**src/rtl/branch_resolver.sv**
```systemverilog
// Execute-side resolver for BEQ/JR/J: checks the fetch prediction, redirects fetch and
// squashes younger work for FLUSH_CYCLES cycles after a wrong path; keeps saturating stats.
module branch_resolver #(
   parameter int FLUSH_CYCLES = 2,
   parameter int CNT_W        = 16
) (
   input  logic             clk_x70,
   input  logic             rst_n_x70,
   input  logic             valid_in_x70,
   output logic             ready_x70,
   input  logic [2:0]       inst_type_x70,
   input  logic             predicted_x70,
   input  logic [31:0]      pc_x70,
   input  logic [31:0]      imm_x70,
   input  logic [31:0]      src1_val_x70,
   input  logic [31:0]      src2_val_x70,
   output logic             mispredict_x70,
   output logic [31:0]      redirect_pc_x70,
   output logic             flush_x70,
   output logic             resolved_valid_x70,
   output logic             resolved_taken_x70,
   output logic [CNT_W-1:0] branch_count_x70,
   output logic [CNT_W-1:0] mispredict_count_x70
);

   // state | meaning
   // IDLE  | accepting one instruction per cycle, resolving E1
   // FLUSH | squashing younger stages, inputs dropped, counter running down
   typedef enum logic {IDLE = 1'b0, FLUSH = 1'b1} state_t;

   localparam logic [2:0] TYPE_BEQ = 3'd5;
   localparam logic [2:0] TYPE_JR  = 3'd6;
   localparam logic [2:0] TYPE_J   = 3'd7;
   localparam logic [CNT_W-1:0] CNT_ONE = {{(CNT_W-1){1'b0}}, 1'b1};

   state_t            state_q, state_d;
   logic [3:0]        flush_cnt_q, flush_cnt_d;

   logic              e1_valid_q;
   logic [2:0]        e1_type_q;
   logic              e1_pred_q;
   logic [31:0]       e1_pc_q, e1_imm_q, e1_src1_q, e1_src2_q;

   logic              mispredict_q, resolved_valid_q, resolved_taken_q;
   logic [31:0]       redirect_pc_q;
   logic [CNT_W-1:0]  branch_count_q, branch_count_d;
   logic [CNT_W-1:0]  mispredict_count_q, mispredict_count_d;

   logic              is_beq, is_jr, is_j, is_ctrl, beq_taken;
   logic              res_taken, res_mis, accept;
   logic [31:0]       target, fallthrough, redirect;

   always_comb begin
      is_beq      = e1_type_q == TYPE_BEQ;
      is_jr       = e1_type_q == TYPE_JR;
      is_j        = e1_type_q == TYPE_J;
      is_ctrl     = e1_valid_q & (is_beq | is_jr | is_j);
      beq_taken   = e1_src1_q == e1_src2_q;
      fallthrough = e1_pc_q + 32'd4;
      target      = fallthrough + {e1_imm_q[29:0], 2'b00};
      res_taken   = is_jr | is_j | (is_beq & beq_taken);
      res_mis     = is_ctrl & (is_jr | (is_beq & (beq_taken != e1_pred_q)));
      if (is_jr)
         redirect = {e1_src1_q[31:2], 2'b00};
      else if (beq_taken)
         redirect = target;
      else
         redirect = fallthrough;
      // The instruction arriving alongside a resolving mispredict is younger, so squash it.
      accept = valid_in_x70 & (state_q == IDLE) & ~res_mis;
   end

   always_comb begin
      state_d     = state_q;
      flush_cnt_d = flush_cnt_q;
      case (state_q)
         IDLE: begin
            if (res_mis) begin
               state_d     = FLUSH;
               flush_cnt_d = 4'(FLUSH_CYCLES);
            end
         end
         FLUSH: begin
            if (flush_cnt_q <= 4'd1) begin
               state_d     = IDLE;
               flush_cnt_d = 4'd0;
            end else begin
               flush_cnt_d = flush_cnt_q - 4'd1;
            end
         end
         default: begin
            state_d     = IDLE;
            flush_cnt_d = 4'd0;
         end
      endcase
   end

   always_comb begin
      branch_count_d     = branch_count_q;
      mispredict_count_d = mispredict_count_q;
      if (is_ctrl && (branch_count_q != {CNT_W{1'b1}}))
         branch_count_d = branch_count_q + CNT_ONE;
      if (res_mis && (mispredict_count_q != {CNT_W{1'b1}}))
         mispredict_count_d = mispredict_count_q + CNT_ONE;
   end

   always_ff @(posedge clk_x70 or negedge rst_n_x70) begin
      if (!rst_n_x70) begin
         state_q            <= IDLE;
         flush_cnt_q        <= 4'd0;
         e1_valid_q         <= 1'b0;
         e1_type_q          <= 3'd0;
         e1_pred_q          <= 1'b0;
         e1_pc_q            <= 32'd0;
         e1_imm_q           <= 32'd0;
         e1_src1_q          <= 32'd0;
         e1_src2_q          <= 32'd0;
         mispredict_q       <= 1'b0;
         redirect_pc_q      <= 32'd0;
         resolved_valid_q   <= 1'b0;
         resolved_taken_q   <= 1'b0;
         branch_count_q     <= '0;
         mispredict_count_q <= '0;
      end else begin
         state_q            <= state_d;
         flush_cnt_q        <= flush_cnt_d;
         e1_valid_q         <= accept;
         if (accept) begin
            e1_type_q <= inst_type_x70;
            e1_pred_q <= predicted_x70;
            e1_pc_q   <= pc_x70;
            e1_imm_q  <= imm_x70;
            e1_src1_q <= src1_val_x70;
            e1_src2_q <= src2_val_x70;
         end
         mispredict_q       <= res_mis;
         if (res_mis)
            redirect_pc_q <= redirect;
         resolved_valid_q   <= is_ctrl;
         resolved_taken_q   <= is_ctrl & res_taken;
         branch_count_q     <= branch_count_d;
         mispredict_count_q <= mispredict_count_d;
      end
   end

   assign ready_x70            = (state_q == IDLE);
   assign flush_x70            = (state_q == FLUSH);
   assign mispredict_x70       = mispredict_q;
   assign redirect_pc_x70      = redirect_pc_q;
   assign resolved_valid_x70   = resolved_valid_q;
   assign resolved_taken_x70   = resolved_taken_q;
   assign branch_count_x70     = branch_count_q;
   assign mispredict_count_x70 = mispredict_count_q;

endmodule

```
**config.mk**
```make
export PLATFORM = sky130hd
export DESIGN_NAME = branch_resolver
export DESIGN_NICKNAME = d
export VERILOG_FILES = /design/src/rtl/branch_resolver.sv
export SDC_FILE = /design/constraint.sdc
export NUM_CORES = 1
export LEC_CHECK = 0
export CELL_PAD_IN_SITES_DETAIL_PLACEMENT = 0
export CELL_PAD_IN_SITES_GLOBAL_PLACEMENT = 1
export CORE_ASPECT_RATIO = 0.5
export CORE_MARGIN = 2
export CORE_UTILIZATION = 50
export CTS_CLUSTER_SIZE = 28
export DETAILED_ROUTE_END_ITERATION = 10
export DONT_BUFFER_PORTS = 1
export PLACE_DENSITY_LB_ADDON = 0.05
export SLEW_MARGIN = 25
export SYNTH_ARGS = -nofsm -noshare
export SYNTH_HDL_FRONTEND = slang
export SYNTH_SLANG_ARGS = --single-unit
export TNS_END_PERCENT = 50
```
**constraint.sdc**
```tcl
create_clock -name clk_x70 -period 4.8 [get_ports clk_x70]
set_input_delay 0.48 -clock clk_x70 [delete_from_list [all_inputs] [get_ports clk_x70]]
set_output_delay 0.48 -clock clk_x70 [all_outputs]
set_load 0.01 [all_outputs]
```
* Word level (Yosys, flattened, before mapping)
Index checks and enable logic that the tools add are counted.
Word-level totals: flip-flop bits (word level) 203, latch bits 0, memory bits (writable) 0, memory bits (read-only) 0, input port bits 135, output and inout port bits 69, memories 0
Cells by class: $add $sub $neg 5, multiply operators 0, div/mod/pow operators 0, order comparisons 1, equality and inequality tests 8, shifts and indexed selects 0, muxes and demuxes 8, bitwise logic cells 14, reductions and logical operators 2
Operators by type and width (count):
- 32-bit two-way mux | 2
- 16-bit by 1-bit adder with 16-bit output, second input constant | 2
- 32-bit by 3-bit adder with 32-bit output, second input constant | 1
- 32-bit adder | 1
- 32-bit equality test | 1
- 16-bit != test, second input constant | 2
- 3-bit equality test, second input constant | 3
- 4-bit two-way mux | 2
- 4-bit case mux with 2 select lines | 1
- 1-bit AND | 7
- 1-bit OR | 5
- 4-bit by 1-bit less-or-equal comparator with 1-bit output, second input constant | 1
- 4-bit by 1-bit subtractor with 4-bit output, second input constant | 1
- 1-bit logical AND | 2
- 1-bit two-way mux | 2
- 2-bit by 1-bit != test with 1-bit output, second input constant | 1
- 1-bit NOT | 2
- 1-bit case mux with 2 select lines | 1
- 1-bit != test | 1

* Logic depth before layout (Yosys ltp)
depth after elaboration 7, mapped depth 16, gate-level depth less buffers 16

* Least setup slack after synthesis
No wires, ideal clock.
path type register to register, from register e1_pc_q[10], to register redirect_pc_q[31], in the netlist redirect_pc_x70[31], library setup time 0.126 ns, arrival time 3.719 ns, setup slack 0.955 ns, stages on the path, launching flop included 16, path buffers 1, period minus slack after synthesis 3.845 ns, cells stage by stage dfrtp_1 -> nand3_2 -> or3_4 -> or3_2 -> xnor2_1 -> ha_1 -> clkbuf_1 -> a21o_1 -> a21o_1 -> a21o_1 -> a2111o_1 -> a31oi_1 -> o31ai_1 -> a31oi_1 -> xnor2_1 -> a221o_1
Between the ends: longest elaborated chain between the ends 4
Ends and longest elaborated chain:
- start: declaration | RTL line 42 | logic [31:0] e1_pc_q, e1_imm_q, e1_src1_q, e1_src2_q;
- start signal: assignment | RTL line 131 | e1_pc_q <= pc_x70;
- 32-bit by 3-bit adder with 32-bit output (*) | RTL line 59 | fallthrough = e1_pc_q + 32'd4;
- 32-bit adder | RTL line 60 | target = fallthrough + {e1_imm_q[29:0], 2'b00};
- 32-bit two-way mux (*) | RTL line 65 | else if (beq_taken)
- 32-bit two-way mux (*) | RTL line 63 | if (is_jr)
- end signal: assignment | RTL line 138 | redirect_pc_q <= redirect;
- end: declaration | RTL line 45 | logic [31:0] redirect_pc_q;
Every way passes the cells marked *; elsewhere a longest branch is shown, timed or not. A chain may end at the register's enable or synchronous reset.

* Worst setup path after layout
from register e1_pc_q[4], to register redirect_pc_q[31], in the netlist redirect_pc_x70[31]
The elaborated chain is that of the path after synthesis.

==> flow_metrics.tcl <==
set metrics [dict create \
    gr-total-overflow 0 \
    fmaxAchievable_mhz 226.9 \
    hp-class "primary input to asynchronous set/reset pin" \
    synth_edf_count 0 \
    post-dp-hpwl_um 19920 \
    area_delta_synth_final_pct 8.344 \
    nNetsFinal 1167 \
    dieHeight_um 108.3 \
    die_x_um 212.7 \
    maxSlewHeadroom_pct 46.57 \
    ir_drop_v 0.0003729 \
    crit_type "register to register" \
    multi_input_area_sq_um 5570 \
    power_density_nw_per_um2 701.1 \
    required_ps 5190 \
    start_kind "register" \
    final_antenna_net_count 0 \
    synth_top_family_by_area "multiplexers" \
    antenna_found_initial 0 \
    cts.htree.levels 1 \
    holdWs_ps -328.0 \
    violations "hold timing" \
    cpMaxStageDelayCell "or3_2" \
    dieArea_sq_um 23040 \
    drtIter0Drc 468 \
    worst_clock_skew_ps 9.236 \
    drive_gt1_share_pct 18.86 \
    wl_um 26490 \
    start_util_pct 50.55 \
    fp-row-count 38 \
    path_cells "and4_1 -> nand4_1 -> or3_2 -> xnor2_1 -> ha_1 -> a21o_1 -> a21o_1 -> a21o_1 -> a2111o_1 -> a31oi_1 -> o31ai_1 -> a31oi_1 -> xnor2_1 -> a221o_1" \
    p_leak_nw 5.140 \
    fin_crit_sh_pct 91.81 \
    vias 7359 \
    tns_ps 0 \
    async_flop_share_pct 100.0 \
    synth_fa_ha_area_share_pct 4.896 \
    io_pins 204 \
    path_common_cell "a21o_1" \
    outcome "finished with violations" \
    worst_pin_slew_ps 794.1 \
    gp_congestion 0.8448 \
    synthMuxAreaShare_pct 14.71 \
    cts_tree "yes" \
    finalNonFillerCells 1302 \
    synth_warnings 0 \
    setup_viol 0 \
    cts_root_buf "clkbuf_16" \
    dp_cells 1268 \
    regArea_sq_um 5080 \
    path_max_fanout 7 \
    ys_ff_latch 203 \
    final-max-slew-violation-count 0 \
    yosys.area_share.simple_pct 12.10 \
    path_clk_slew_ps 60 \
    maxCapViolations 0 \
    grt_pass1_vias 7371 \
    cts_resized 0 \
    post_drt_via_cell_ratio 5.652 \
    cts_setup_buffers 0 \
    wire_per_inst_um 20.35 \
    crit_arrival_ps 4790 \
    grt_max_degree 204 \
    coreArea_sq_um 21540 \
    drc_errors 0 \
    fillerInstances 1893 \
    syn_nets 1173 \
    synth_flop_cell "dfrtp_1" \
    synth.distinct_cells 60 \
    clock-sinks 203 \
    grt_pass1_wl_um 41290 \
    rsz0062_at_grt "no" \
    clk_path_buf_depth 3 \
    cts_buffers 20 \
    hold_viol 203 \
    syn_area_per_cell_sq_um 10.93 \
    diodes 0 \
    syn_area_sq_um 10890 \
    finalCriticalPeriod_ps 4407 \
    port_buffers 0 \
    synth_compound_area_share_pct 10.79 \
    drt-pass1-iter-count 5 \
    syn_inst 996 \
    synth_xor_area_share_pct 8.597 \
    track_usage_pct 23.39 \
    synth_seq_area_share_pct 46.66 \
    clkLatencyLatePin_ps 500 \
    endpoint_kind "register" \
    slowest_delay_ps 580 \
]
## cells in the final DEF, fill, tap and decap left out, drive strengths merged, types with 5 or more instances in the layout
cell      n
a211oi   15
nand3    32
nand2b    8
o21a      5
mux2    136
buf       9
xor2     60
o31ai     5
nand2    83
or3       9
inv      14
a21oi    36
or2       5
xnor2    46
nor2     56
a31oi     7
nor2b     5
mux2i     7
a21o     26
nor3     22
dfrtp   203
nand4    16
ha       41
clkbuf   28
nor4      8
a211o     5
and3     15
o211ai    7
o21ai    54
## per-stage QoR
step / hold slack, ps / instance area [sq um] / total power [mW] / util (%) / setup slack (ps)
after floorplan: 184.4 / 10890 / 5.830 / - / 955.0
after global placement: 192.7 / 11170 / 6.690 / 51.85 / 486.1
after detailed placement: 194.9 / 11170 / 6.759 / 51.85 / 422.6
after CTS: -338.0 / 11800 / 8.322 / 54.76 / 387.4
after global routing: -358.1 / 11800 / 8.936 / 54.76 / 126.8
final: -328.0 / 11800 / 8.270 / 54.76 / 393.3
## cell type report
type / count / area share [%]
clock inverters: 6 / 0.3076
multi-input cells: 743 / 47.23
well taps: 300 / 3.182
inverters: 13 / 0.4137
repair buffers: 9 / 0.7850
flip-flops and latches: 203 / 43.07
clock buffers: 28 / 5.017
## state kept, by name, indices dropped and copies added, names as in the netlist
register and flops:
mispredict_count_x70 16, redirect_pc_x70 32, e1_imm_q 30, mispredict_x70 1
resolved_valid_x70 1, e1_pred_q 1, e1_pc_q 32, flush_cnt_q 4
e1_src2_q 32, flush_x70 1, e1_src1_q 32, e1_valid_q 1
resolved_taken_x70 1, e1_type_q 3, branch_count_x70 16
## path summary, 6_finish.rpt
| path | from | endpoint | slack, ps | cells after the start |
|---|---|---|---|---|
| min | rst_n_x70 | e1_pc_q[28] | -330 | 0 |
| max reg2reg | e1_pc_q[4] | redirect_pc_x70[31] | 390 | 14 |
| max in group asynchronous | rst_n_x70 | e1_src2_q[6] | 4910 | 0 |
| max | e1_pc_q[4] | redirect_pc_x70[31] | 390 | 14 |
| min reg2reg | e1_pc_q[0] | redirect_pc_x70[0] | 500 | 2 |
| min in group clk_x70 | src1_val_x70[25] | e1_src1_q[25] | 110 | 1 |
## logic make-up after synthesis
group / after synthesis
AND/OR/NAND/NOR: 269
flip-flops: 203
AO/OA/AOI/OAI: 183
multiplexers: 143
XOR/XNOR: 106
buffers and inverters: 50
adder cells (fa/ha/maj): 42
## synth_stat cells, drive strengths merged, types with 16 or more instances
master	count	share of area, %
a21o	26	1.8
a21oi	36	1.7
buf	17	1.1
clkbuf	20	0.69
dfrtp	203	47
ha	41	4.7
mux2	136	14
nand2	83	2.9
nand3	32	1.6
nand4	16	0.92
nor2	56	1.9
nor3	22	1.0
o21ai	54	2.5
xnor2	46	3.8
xor2	60	4.8
## report_power, final
part | internal [mW] | leakage [nW] | total (mW) | switching, mW
Combinational | 1.71 | 2.37 | 3.64 | 1.93
Sequential | 2.37 | 2.46 | 3.10 | 0.726
Clock | 0.861 | 0.311 | 1.53 | 0.673
Total | 4.94 | 5.14 | 8.27 | 3.33
## layer usage
metal	vias to the layer above	GRT usage, %	share of wire [%]
li1	3561	-	-
met1	3614	32.56	47
met2	153	36.51	44
met3	31	7.261	7.0
met4	0	4.046	1.5
met5	-	0	0
## critical path: cells and delay by family (launching register included)
family	cells	cell delay [ps]
flip-flops	1	440
AND/OR/NAND/NOR	3	1210
AO/OA/AOI/OAI	8	1900
XOR/XNOR	2	380
adder cells (fa/ha/maj)	1	370
Power figures use the tool's default switching activity.
